File: src/rtl/wb_arbiter2_if.sv
// Pipelined Wishbone bus bundle (with stall) shared by the arbiter's master and slave ports.
// dat_o carries master-to-slave data; dat_i carries slave-to-master data.
interface if_wb #(
  parameter int AWIDTH = 32,
  parameter int DWIDTH = 32
);
  logic [AWIDTH-1:0]   adr;
  logic [DWIDTH/8-1:0] sel;
  logic                we;
  logic                cyc;
  logic                stb;
  logic [DWIDTH-1:0]   dat_o;
  logic [DWIDTH-1:0]   dat_i;
  logic                ack;
  logic                stall;

  modport master (output adr, sel, we, cyc, stb, dat_o, input dat_i, ack, stall);
  modport slave  (input adr, sel, we, cyc, stb, dat_o, output dat_i, ack, stall);
endinterface

File: src/rtl/wb_arbiter2.sv
// Two-master pipelined Wishbone arbiter; grant held for the whole cyc burst.
// Define WB_ARB_ROUNDROBIN_EN for round-robin contention, otherwise m0 has fixed priority.
module wb_arbiter2 #(
  parameter int AWIDTH = 32,
  parameter int DWIDTH = 32,
  parameter int MAXOUT = 4
) (
  input  logic       clk_i,
  input  logic       rst_n_i,
  if_wb.slave        m0,
  if_wb.slave        m1,
  if_wb.master       s,
  output logic [1:0] owner_o
);
  localparam int CW = $clog2(MAXOUT + 1);

  // state | meaning
  // IDLE  | no grant, slave bus quiet, both masters stalled
  // G0    | m0 owns the slave bus
  // G1    | m1 owns the slave bus
  localparam logic [1:0] IDLE = 2'd0;
  localparam logic [1:0] G0   = 2'd1;
  localparam logic [1:0] G1   = 2'd2;

  logic [1:0]          owner, owner_nxt, grant;
  logic [CW-1:0]       outst;
  logic                full, inc, dec;
  logic [AWIDTH-1:0]   mux_adr;
  logic [DWIDTH/8-1:0] mux_sel;
  logic [DWIDTH-1:0]   mux_dat;
  logic                mux_we, mux_cyc, mux_stb, stb_out;

  assign full = (outst == CW'(MAXOUT));

  always_comb begin
    mux_adr = '0;
    mux_sel = '0;
    mux_dat = '0;
    mux_we  = 1'b0;
    mux_cyc = 1'b0;
    mux_stb = 1'b0;
    case (owner)
      G0: begin
        mux_adr = m0.adr;
        mux_sel = m0.sel;
        mux_dat = m0.dat_o;
        mux_we  = m0.we;
        mux_cyc = m0.cyc;
        mux_stb = m0.stb;
      end
      G1: begin
        mux_adr = m1.adr;
        mux_sel = m1.sel;
        mux_dat = m1.dat_o;
        mux_we  = m1.we;
        mux_cyc = m1.cyc;
        mux_stb = m1.stb;
      end
      default: ;
    endcase
  end

  assign stb_out = mux_stb & ~full;
  assign s.adr   = mux_adr;
  assign s.sel   = mux_sel;
  assign s.dat_o = mux_dat;
  assign s.we    = mux_we;
  assign s.cyc   = mux_cyc;
  assign s.stb   = stb_out;

  assign m0.stall = (owner == G0) ? (s.stall | full) : 1'b1;
  assign m1.stall = (owner == G1) ? (s.stall | full) : 1'b1;
  assign m0.ack   = (owner == G0) & s.ack;
  assign m1.ack   = (owner == G1) & s.ack;
  assign m0.dat_i = s.dat_i;
  assign m1.dat_i = s.dat_i;
  assign owner_o  = owner;

`ifdef WB_ARB_ROUNDROBIN_EN
  // last: 0 = m0 was granted most recently, 1 = m1
  logic last;

  always_comb begin
    if (m0.cyc && m1.cyc) grant = last ? G0 : G1;
    else                  grant = m0.cyc ? G0 : G1;
  end

  always_ff @(posedge clk_i or negedge rst_n_i) begin
    if (!rst_n_i)                                last <= 1'b1;
    else if (owner == IDLE && owner_nxt != IDLE) last <= (owner_nxt == G1);
  end
`else
  always_comb grant = m0.cyc ? G0 : G1;
`endif

  always_comb begin
    owner_nxt = owner;
    case (owner)
      IDLE:    if (m0.cyc || m1.cyc) owner_nxt = grant;
      G0:      if (!m0.cyc) owner_nxt = IDLE;
      G1:      if (!m1.cyc) owner_nxt = IDLE;
      default: owner_nxt = IDLE;
    endcase
  end

  always_ff @(posedge clk_i or negedge rst_n_i) begin
    if (!rst_n_i) owner <= IDLE;
    else          owner <= owner_nxt;
  end

  // An ack with nothing outstanding is not counted; leaving a grant drops any late acks.
  assign inc = stb_out & ~s.stall;
  assign dec = s.ack & (outst != '0);

  always_ff @(posedge clk_i or negedge rst_n_i) begin
    if (!rst_n_i)                outst <= '0;
    else if (owner_nxt == IDLE)  outst <= '0;
    else if (inc && !dec)        outst <= outst + 1'b1;
    else if (dec && !inc)        outst <= outst - 1'b1;
  end
endmodule
File: src/flat_wrapper.sv
// flat-port wrapper written by rule: the top's interface ports become plain ports
module wb_arbiter2_flat 
#(
  parameter int AWIDTH = 32,
  parameter int DWIDTH = 32,
  parameter int MAXOUT = 4
)
  (clk_i, rst_n_i, owner_o, m0_adr, m0_sel, m0_we, m0_cyc, m0_stb, m0_dat_o, m0_dat_i, m0_ack, m0_stall, m1_adr, m1_sel, m1_we, m1_cyc, m1_stb, m1_dat_o, m1_dat_i, m1_ack, m1_stall, s_adr, s_sel, s_we, s_cyc, s_stb, s_dat_o, s_dat_i, s_ack, s_stall);
  if_wb #(.AWIDTH(AWIDTH), .DWIDTH(DWIDTH)) m0_i ();
  if_wb #(.AWIDTH(AWIDTH), .DWIDTH(DWIDTH)) m1_i ();
  if_wb #(.AWIDTH(AWIDTH), .DWIDTH(DWIDTH)) s_i ();
  input  logic clk_i;
  input  logic rst_n_i;
  output logic [1:0] owner_o;
  input wire logic [$bits(m0_i.adr)-1:0] m0_adr;
  input wire logic [$bits(m0_i.sel)-1:0] m0_sel;
  input wire logic [$bits(m0_i.we)-1:0] m0_we;
  input wire logic [$bits(m0_i.cyc)-1:0] m0_cyc;
  input wire logic [$bits(m0_i.stb)-1:0] m0_stb;
  input wire logic [$bits(m0_i.dat_o)-1:0] m0_dat_o;
  output wire logic [$bits(m0_i.dat_i)-1:0] m0_dat_i;
  output wire logic [$bits(m0_i.ack)-1:0] m0_ack;
  output wire logic [$bits(m0_i.stall)-1:0] m0_stall;
  input wire logic [$bits(m1_i.adr)-1:0] m1_adr;
  input wire logic [$bits(m1_i.sel)-1:0] m1_sel;
  input wire logic [$bits(m1_i.we)-1:0] m1_we;
  input wire logic [$bits(m1_i.cyc)-1:0] m1_cyc;
  input wire logic [$bits(m1_i.stb)-1:0] m1_stb;
  input wire logic [$bits(m1_i.dat_o)-1:0] m1_dat_o;
  output wire logic [$bits(m1_i.dat_i)-1:0] m1_dat_i;
  output wire logic [$bits(m1_i.ack)-1:0] m1_ack;
  output wire logic [$bits(m1_i.stall)-1:0] m1_stall;
  output wire logic [$bits(s_i.adr)-1:0] s_adr;
  output wire logic [$bits(s_i.sel)-1:0] s_sel;
  output wire logic [$bits(s_i.we)-1:0] s_we;
  output wire logic [$bits(s_i.cyc)-1:0] s_cyc;
  output wire logic [$bits(s_i.stb)-1:0] s_stb;
  output wire logic [$bits(s_i.dat_o)-1:0] s_dat_o;
  input wire logic [$bits(s_i.dat_i)-1:0] s_dat_i;
  input wire logic [$bits(s_i.ack)-1:0] s_ack;
  input wire logic [$bits(s_i.stall)-1:0] s_stall;
  assign m0_i.adr = m0_adr;
  assign m0_i.sel = m0_sel;
  assign m0_i.we = m0_we;
  assign m0_i.cyc = m0_cyc;
  assign m0_i.stb = m0_stb;
  assign m0_i.dat_o = m0_dat_o;
  assign m0_dat_i = m0_i.dat_i;
  assign m0_ack = m0_i.ack;
  assign m0_stall = m0_i.stall;
  assign m1_i.adr = m1_adr;
  assign m1_i.sel = m1_sel;
  assign m1_i.we = m1_we;
  assign m1_i.cyc = m1_cyc;
  assign m1_i.stb = m1_stb;
  assign m1_i.dat_o = m1_dat_o;
  assign m1_dat_i = m1_i.dat_i;
  assign m1_ack = m1_i.ack;
  assign m1_stall = m1_i.stall;
  assign s_adr = s_i.adr;
  assign s_sel = s_i.sel;
  assign s_we = s_i.we;
  assign s_cyc = s_i.cyc;
  assign s_stb = s_i.stb;
  assign s_dat_o = s_i.dat_o;
  assign s_i.dat_i = s_dat_i;
  assign s_i.ack = s_ack;
  assign s_i.stall = s_stall;
  wb_arbiter2 #(.AWIDTH(AWIDTH), .DWIDTH(DWIDTH), .MAXOUT(MAXOUT)) u_core (.clk_i(clk_i), .rst_n_i(rst_n_i), .m0(m0_i), .m1(m1_i), .s(s_i), .owner_o(owner_o));
endmodule
File: config.mk
export PLATFORM = sky130hd
export DESIGN_NAME = wb_arbiter2_flat
export DESIGN_NICKNAME = d
export VERILOG_FILES = /design/src/rtl/wb_arbiter2_if.sv /design/src/rtl/wb_arbiter2.sv /design/src/flat_wrapper.sv
export SDC_FILE = /design/constraint.sdc
export NUM_CORES = 1
export LEC_CHECK = 0
export CAP_MARGIN = 0
export CORE_AREA = 4 4 121 123
export CTS_BUF_LIST = sky130_fd_sc_hd__clkbuf_8
export CTS_CLUSTER_SIZE = 16
export DETAILED_ROUTE_END_ITERATION = 12
export DIE_AREA = 0 0 125 127
export DONT_BUFFER_PORTS = 1
export PLACE_DENSITY = 0.32
export SETUP_SLACK_MARGIN = 0.4
export SLEW_MARGIN = 20
export SYNTH_ARGS = -nofsm -noshare
export SYNTH_HDL_FRONTEND = slang
export SYNTH_SLANG_ARGS = --single-unit
File: constraint.sdc
create_clock -name clk_i -period 3.4 [get_ports clk_i]
set_input_delay 0.68 -clock clk_i [delete_from_list [all_inputs] [get_ports clk_i]]
set_output_delay 0.68 -clock clk_i [all_outputs]
set_load 0.02 [all_outputs]
Word level (Yosys, flattened, before mapping):

Cells that the tools add are included.

* memories: 0
* register bits after elaboration: 5
* ROM bits: 0
* bits of input ports: 178
* latch bits: 0
* memory bits (writable): 0

* order comparisons: 0
* bitwise logic cells: 8
* equality and inequality tests: 3
* div/mod/pow operators: 0
* add/sub/neg operators: 2
* shift operators: 0
* multiplexer cells: 16
* $mul: 0
* reduce and logical (&&, ||, !) cells: 9

Operators with widths (number)
* case mux 32 bit (2 select lines): 2
* 2-to-1 mux 3 bit: 3
* 2-to-1 mux 2 bit: 4
* case mux 4 bit (2 select lines): 1
* case mux 1 bit (2 select lines): 3
* case mux 2 bit (3 select lines): 1
* nonzero test 3 bit: 2
* bitwise AND 1 bit: 5
* zero test 2 bit: 2
* adder 3 x 1 -> 3 bit (second input constant): 1
* == test 3 bit (second input constant): 1
* subtractor 3 x 1 -> 3 bit (second input constant): 1
* == test 2 x 1 -> 1 bit (second input constant): 1
* == test 2 bit (second input constant): 1
* logical AND 1 bit: 2
* zero test 1 bit: 2
* 2-to-1 mux 1 bit: 2
* NOT 1 bit: 2
* logical OR 1 bit: 1
* OR 1 bit: 1

Depth between registers and ports, before layout:

Gate-level depths: netlist of the first run.

* depth after elaboration: 9
* gate-level depth with buffers: 9
* depth with buffers taken out: 9

Worst setup path before layout of the first run:

Ideal clock, no wire load.

* path type: reg2out
* start: register u_core.owner[1], in the netlist u_core.owner_o[1]
* end: output s_adr[0]
* arrival: 1.769 ns
* setup slack: 0.951 ns
* buffers on the path: 2
* data required time: 2.720 ns
* cell stages (with the launch flop): 7
* path through: dfrtp_1 inv_1 ha_1 clkbuf_1 clkbuf_1 a22oi_1 nor2_1

* cells in the longest elaborated chain, start to end: 2
* elaborated cells between the ends (all ways): 3
* those cells by class: eq/ne: 2; mux: 1

RTL lines
* start: declaration: RTL line wb_arbiter2.sv:25 `logic [1:0] owner, owner_nxt, grant;`
* start signal: assignment: RTL line wb_arbiter2.sv:108 `else owner <= owner_nxt;`
* == test 2 bit / == test 2 x 1 -> 1 bit (equally long branches): RTL line wb_arbiter2.sv:42 `case (owner)`
* case mux 32 bit (2 select lines) *: RTL line wb_arbiter2.sv:42
* end: declaration: RTL line flat_wrapper.sv:33 `output wire logic [$bits(s_i.adr)-1:0] s_adr;`

Mark *: on every way between the ends. The rest lies on a longest branch, timed or not.

Worst setup path after layout of the first run:

* start: register u_core.owner[0], in the netlist u_core.owner_o[0]
* end: output s_cyc

* cells in the longest elaborated chain, start to end: 2
* elaborated cells between the ends (all ways): 3
* those cells by class: eq/ne: 2; mux: 1

RTL lines
* == test 2 bit / == test 2 x 1 -> 1 bit (equally long branches): RTL line wb_arbiter2.sv:42
* case mux 1 bit (2 select lines) *: RTL line wb_arbiter2.sv:42
* end: declaration: RTL line flat_wrapper.sv:36 `output wire logic [$bits(s_i.cyc)-1:0] s_cyc;`

Marks and branches as above.

==> results of run 1 <==
[power breakdown]
| group | switching, mW | leakage [nW] | internal, mW | total, mW |
|---|---|---|---|---|
| clock network | 0.0271 | 0.0269 | 0.0772 | 0.104 |
| logic | 1.26 | 0.397 | 0.438 | 1.69 |
| registers | 0.0452 | 0.0664 | 0.0781 | 0.123 |
[cell type report]
| cell class | count | share of cell area (%) |
|---|---|---|
| well taps | 180 | 13.8 |
| inverters | 5 | 1.15 |
| clock inverters | 1 | 0.229 |
| multi-input cells | 182 | 70.6 |
| flip-flops and latches | 5 | 7.65 |
| repair buffers | 4 | 4.13 |
| clock buffers | 3 | 2.52 |
[cells by family after synthesis]
kind of cell    after synthesis  share of synthesized area (%)
xor+xnor                      1                          0.874
flops                         5                           6.72
buf+inv                      92                           31.5
fa+ha+maj                     5                           3.76
compound gates               85                           36.3
simple gates                 86                           18.1
mux                           5                           2.69
[state kept, by name (all words and copies together) (netlist names)]
signal,count
u_core.owner_o,2
u_core.outst,3
[routing by layer]
| layer | share of wire [%] | GRT usage [%] |
|---|---|---|
| met3 | 13 | 2.88 |
| met4 | 1.4 | 2.49 |
| met5 | 0 | 0 |
| met1 | 33 | 8.74 |
| met2 | 52 | 14.3 |
[cells in the final DEF (no fill, tap or decap)]
cell	n
o311ai_1	1
nand2b_1	1
a22oi_1	69
fa_1	1
ha_1	2
o31ai_2	1
buf_12	3
nor2_2	1
a2111oi_4	1
dfrtp_1	5
a22oi_2	1
o31ai_1	2
o22ai_2	1
nand2_1	6
nor2_1	74
clkbuf_8	3
xor2_2	1
buf_4	1
a211oi_1	1
a21oi_1	3
mux2i_1	5
and2_1	4
a21oi_2	1
o311ai_0	3
inv_2	1
ha_2	2
a21boi_2	1
inv_1	5
[stage by stage]
| step | cell area [um^2] | total power [mW] | setup slack [ns] |
|---|---|---|---|
| after floorplan | 1860 | 1.63 | 0.951 |
| after global placement | 1590 | 1.82 | 0.793 |
| after detailed placement | 1590 | 1.84 | 0.724 |
| after CTS | 1640 | 1.96 | 0.644 |
| after global routing | 1640 | 2.09 | 0.525 |
| final | 1640 | 1.92 | 0.656 |
[cell usage after synthesis, types with 2 or more instances]
cell type and instances:
o311ai_0 3, a22oi_1 69, inv_1 4, clkbuf_1 18
nor2_1 74, o31ai_1 2, dfrtp_1 5, and2_1 4
ha_1 4, a21oi_1 3, buf_1 4, buf_4 64
nand2_1 6, mux2i_1 5
[worst reg2reg max path: stages (launching register included)]
cell       delay [ns]
dfrtp_1          0.52
inv_1            0.15
ha_1             0.32
inv_2            0.16
a2111oi_4        0.37
nand2_1          0.13
fa_1             0.39
and2_1           0.15
mux2i_1          0.16
mux2i_1          0.22
[worst max path at each step]
stage                 startpoint         endpoint  depth (start not counted)
2_1_floorplan  u_core.owner_o[1]         s_adr[0]                          6
3_3_place_gp   u_core.owner_o[0]  u_core.outst[2]                          9
3_5_place_dp   u_core.owner_o[0]  u_core.outst[2]                          9
4_1_cts        u_core.owner_o[0]         s_sel[3]                          5
5_1_grt        u_core.owner_o[0]  u_core.outst[2]                          9
6_report       u_core.owner_o[0]            s_cyc                          5
==> metrics.cfg, run 1 <==
[worst_setup_path]
critical_path_required_ns=2.72
slowest_delay_ns=0.52
cp-start-kind=flip-flop
rrSetupSlack_ns=0.74
worstSetupPathType=reg2out
critPathTopFamily=buffers and inverters
reg2reg_depth=9
reg2reg_from=u_core.owner_o[0]
reg2reg_to=u_core.outst[2]
crit_slowest_cell=dfrtp_1
arrival_ns=2.06
critPathMaxFanout=53
cp.buffers_inverters=3
critPathCaptureType=output pin
cp_cell_sequence=inv_1 -> ha_1 -> inv_2 -> buf_12 -> a21oi_1

[cts]
htree_levels=1
cts_hold_buf=0
numCtsBuffers=3
clk_latency_ns=0.22
path_clk_slew_ns=0.03
root_buffer=clkbuf_8
cts_setup_buffers=0
post_cts_resized=0
clock_path_buffers=2
cts_sinks=5
tritoncts=yes

[die]
fp.dieH_um=127
rows=43
die_area_um2=15900
ios=319
die_x_um=125
fp.coreArea_um2=13700
start_util_pct=13.6

[sta]
hold_slack_ns=0.158
period_minus_slack_ns=2.74
max_freq_ghz=0.364
rsz0062_at_grt=no
finalHoldViolCount=0
drv_slew=0
fin_tns_setup_ns=0
finalSetupViolCount=0
max_slew_margin_pct=70.0
period_share_pct=80.7
skew_ns=0.000495
worst_pin_slew_ns=0.452

[routing]
wl_um=7420
first_pass_iters=4
vias_per_cell=4.66
dr.first_iter.drc_count=100
wire_per_inst_um=19.5
vias=1771
drc=0
antenna_left=0

[final_layout]
multi_input_area_um2=1150
drive_above_1_share_pct=9.00
finalNetCount=384
area_growth_pct=-12.1
fin_cells=380
nFillCells=1590
diodes=0
post-route-util_pct=12.0
register_area_um2=125

[synthesis]
syn_area_per_cell_um2=6.67
synth_seq_cells=5
syn_nets=462
synth_edf_count=0
syn_area_um2=1860
ys.flop_type=dfrtp_1
yosysTopAreaCellShare_pct=27.8
seq_area_frac_synth_pct=6.72
ys_warn_count=0
synth_top_area_cell=a22oi_1
postSynthCellCount=279
synth.area.top_cells=a22oi_1 (28%), buf_4 (26%), nor2_1 (15%), dfrtp_1 (6.7%), clkbuf_1 (3.6%)
synth_cell_type_count=28
synth-async-reset-ratio_pct=100

[global_route]
antenna_found_initial=0
grt_usage_pct=7.95
grt_pass1_wl_um=10000
grt_pass1_vias=1639
grt_max_degree=75
grt-ovfl-total=0

[power_and_ir_drop]
ir_worst_vdd_v=0.000262
p_leak_nw=0.491
powerDensity_nw_per_um2=1170

[job]
maxCapViolations=0

[run_status]
status=complete, no violations

[placement]
dp_cells=376
hpwl_um=6120
portBuffers=0
routabilityCongestion=0.664

[min_path]
hold_class=in2async

Power figures use the tool's default switching activity.
==> run 2: changes to the inputs <==
--- a/config.mk
+++ b/config.mk
@@ -12,7 +12,7 @@
 export DETAILED_ROUTE_END_ITERATION = 12
 export DIE_AREA = 0 0 125 127
 export DONT_BUFFER_PORTS = 1
-export PLACE_DENSITY = 0.32
+export PLACE_DENSITY = 0.33
 export SETUP_SLACK_MARGIN = 0.4
 export SLEW_MARGIN = 20
 export SYNTH_ARGS = -nofsm -noshare
==> constraint.sdc (replaced) <==
create_clock -name clk_i -period 2.45 [get_ports clk_i]
set_input_delay 0.49 -clock clk_i [delete_from_list [all_inputs] [get_ports clk_i]]
set_output_delay 0.49 -clock clk_i [all_outputs]
set_load 0.02 [all_outputs]
==> metrics.cfg, run 2 (synthesized netlist as in run 1, its figures left out) <==
[global_route]
grt_pass1_wl_um=11000  ; +10%
grt-ovfl-total=0  ; unchanged
grt_usage_pct=8.80  ; +0.85 points
antenna_found_initial=0  ; unchanged
grt_pass1_vias=1685  ; +2.8%
grt_max_degree=48  ; -36%

[sta]
finalSetupViolCount=0  ; unchanged
worst_pin_slew_ns=0.418  ; -0.0336 ns
max_slew_margin_pct=72.0  ; +2.0 points
skew_ns=0.000453  ; -0.0000423 ns
max_freq_ghz=0.452
finalHoldViolCount=0  ; unchanged
drv_slew=0  ; unchanged
hold_slack_ns=0.570  ; +0.412 ns
rsz0062_at_grt=yes
fin_tns_setup_ns=0  ; unchanged
period_minus_slack_ns=2.21
period_share_pct=90.4

[die]
fp.dieH_um=127  ; unchanged
rows=43  ; unchanged
die_x_um=125  ; unchanged
start_util_pct=13.6  ; unchanged
die_area_um2=15900  ; unchanged
fp.coreArea_um2=13700  ; unchanged
ios=319  ; unchanged

[final_layout]
diodes=0  ; unchanged
multi_input_area_um2=1570  ; +36%
post-route-util_pct=17.4  ; +5.5 points
area_growth_pct=28.0
top_register=u_core.outst
finalNetCount=405  ; +5.5%
register_area_um2=128  ; +2.0%
final_common_cell=nor2_2
layout_common_cells=nor2_2 (53), a22oi_1 (51), a22oi_2 (19)
nFillCells=1544  ; -2.9%
drive_above_1_share_pct=60.6  ; +52 points
largest_register_ff_count=3  ; unchanged

[power_and_ir_drop]
switching_share_pct=61.8  ; -7.3 points
ir_worst_vdd_v=0.000768  ; +190%
p_leak_nw=0.657  ; +34%
power_frac_clock_pct=3.5  ; -1.9 points
pwr-share-comb_pct=92.1  ; +3.9 points
powerDensity_nw_per_um2=1810  ; +55%
p_sw_mw=2.67  ; +100%
p_int_mw=1.65  ; +180%
seq_power_share_pct=4.4  ; -2.0 points

[cts]
clock_path_buffers=2  ; unchanged
clk_latency_ns=0.22  ; about the same
numCtsBuffers=3  ; unchanged
htree_levels=1  ; unchanged
tritoncts=yes
root_buffer=clkbuf_8
cts_sinks=5  ; unchanged
path_clk_slew_ns=0.04  ; about the same

[job]
maxCapViolations=0  ; unchanged

[placement]
hpwl_um=7030  ; +15%
routabilityCongestion=0.743  ; +12%
portBuffers=0  ; unchanged

[worst_setup_path]
critPathMaxFanout=46  ; -13%
reg2reg_from=u_core.owner_o[1]
cp_cell_sequence=inv_4 -> ha_4 -> buf_8 -> a22oi_1 -> nor2_2
crit_slowest_cell=dfrtp_2
critPathCaptureType=output pin
cp-start-kind=flip-flop
arrival_ns=1.72  ; -0.34 ns
slowest_delay_ns=0.49  ; -0.03 ns
worstSetupPathType=reg2out
critical_path_required_ns=1.96  ; -0.76 ns
critical_path.startpoint=u_core.owner_o[1]

[routing]
first_pass_iters=5  ; +1
vias=1922  ; +8.5%
wl_um=9260  ; +25%
antenna_left=0  ; unchanged
vias_per_cell=4.79  ; +2.8%
drc=0  ; unchanged
dr.first_iter.drc_count=86  ; -14%
wire_per_inst_um=23.1  ; +18%

[run_status]
status=complete, no violations

[min_path]
hold_class=in2async

-- run 2: worst paths after layout --
path	slack, ns	depth (start not counted)	endpoint
max in group asynchronous	1.66	1	u_core.owner_o[0]
max reg2reg	0.25	9	u_core.outst[2]
min	0.57	1	u_core.outst[0]
min reg2reg	0.67	2	u_core.outst[1]
min in group clk_i	0.63	3	u_core.outst[1]
max	0.24	5	s_adr[30]
-- run 2: layout make-up --
class / count / share of cell area (%)
clock inverters: 1 / 0.157
repair buffers: 25 / 16.2
clock buffers: 3 / 1.73
well taps: 180 / 9.45
inverters: 5 / 1.21
multi-input cells: 182 / 65.9
flip-flops and latches: 5 / 5.35
-- run 2: power by group through the flow --
stage	sequential (mW)	clock [mW]	combinational, mW
after floorplan	0.180	0	2.52
after detailed placement	0.192	0	2.89
after global placement	0.193	0	2.84
final	0.190	0.152	3.98
after CTS	0.191	0.156	3.05
after global routing	0.198	0.163	4.25
-- run 2: repair_timing --
item / in CTS / in global routing
hold endpoints to repair: 5 / 0
hold buffers: 1 / 0
pin swaps: 7 / 29
gates resized for setup: 14 / 47
gates cloned: 0 / 6
buffers inserted: 2 / 7
setup endpoints to repair: 76 / 75
-- run 2: worst max-delay path: cells and delay by family, from the launching register on --
family | cells | cell delay (ns)
buffers and inverters | 2 | 0.36
AND/OR/NAND/NOR | 1 | 0.25
flip-flops | 1 | 0.49
adder cells (fa/ha/maj) | 1 | 0.15
AO/OA/AOI/OAI | 1 | 0.20
-- run 2: metal layers --
metal  vias to the layer above  routed length, um  global-route usage [%]
met5                         -                  0                       0
met4                         0                192                    2.55
met3                        16                976                    2.72
met2                       179               4530                    14.1
met1                       918               3560                    11.5
li1                        809                  -                       -
-- run 2: through the flow --
step,area (um^2),worst slack (ns),power (mW),cells
2_1_floorplan,2090,0.262,2.70,279
3_3_place_gp,1830,0.284,3.04,381
3_5_place_dp,1830,0.252,3.08,381
4_1_cts,1960,0.219,3.40,388
5_1_grt,2380,0.115,4.61,401
6_report,2380,0.236,4.33,401
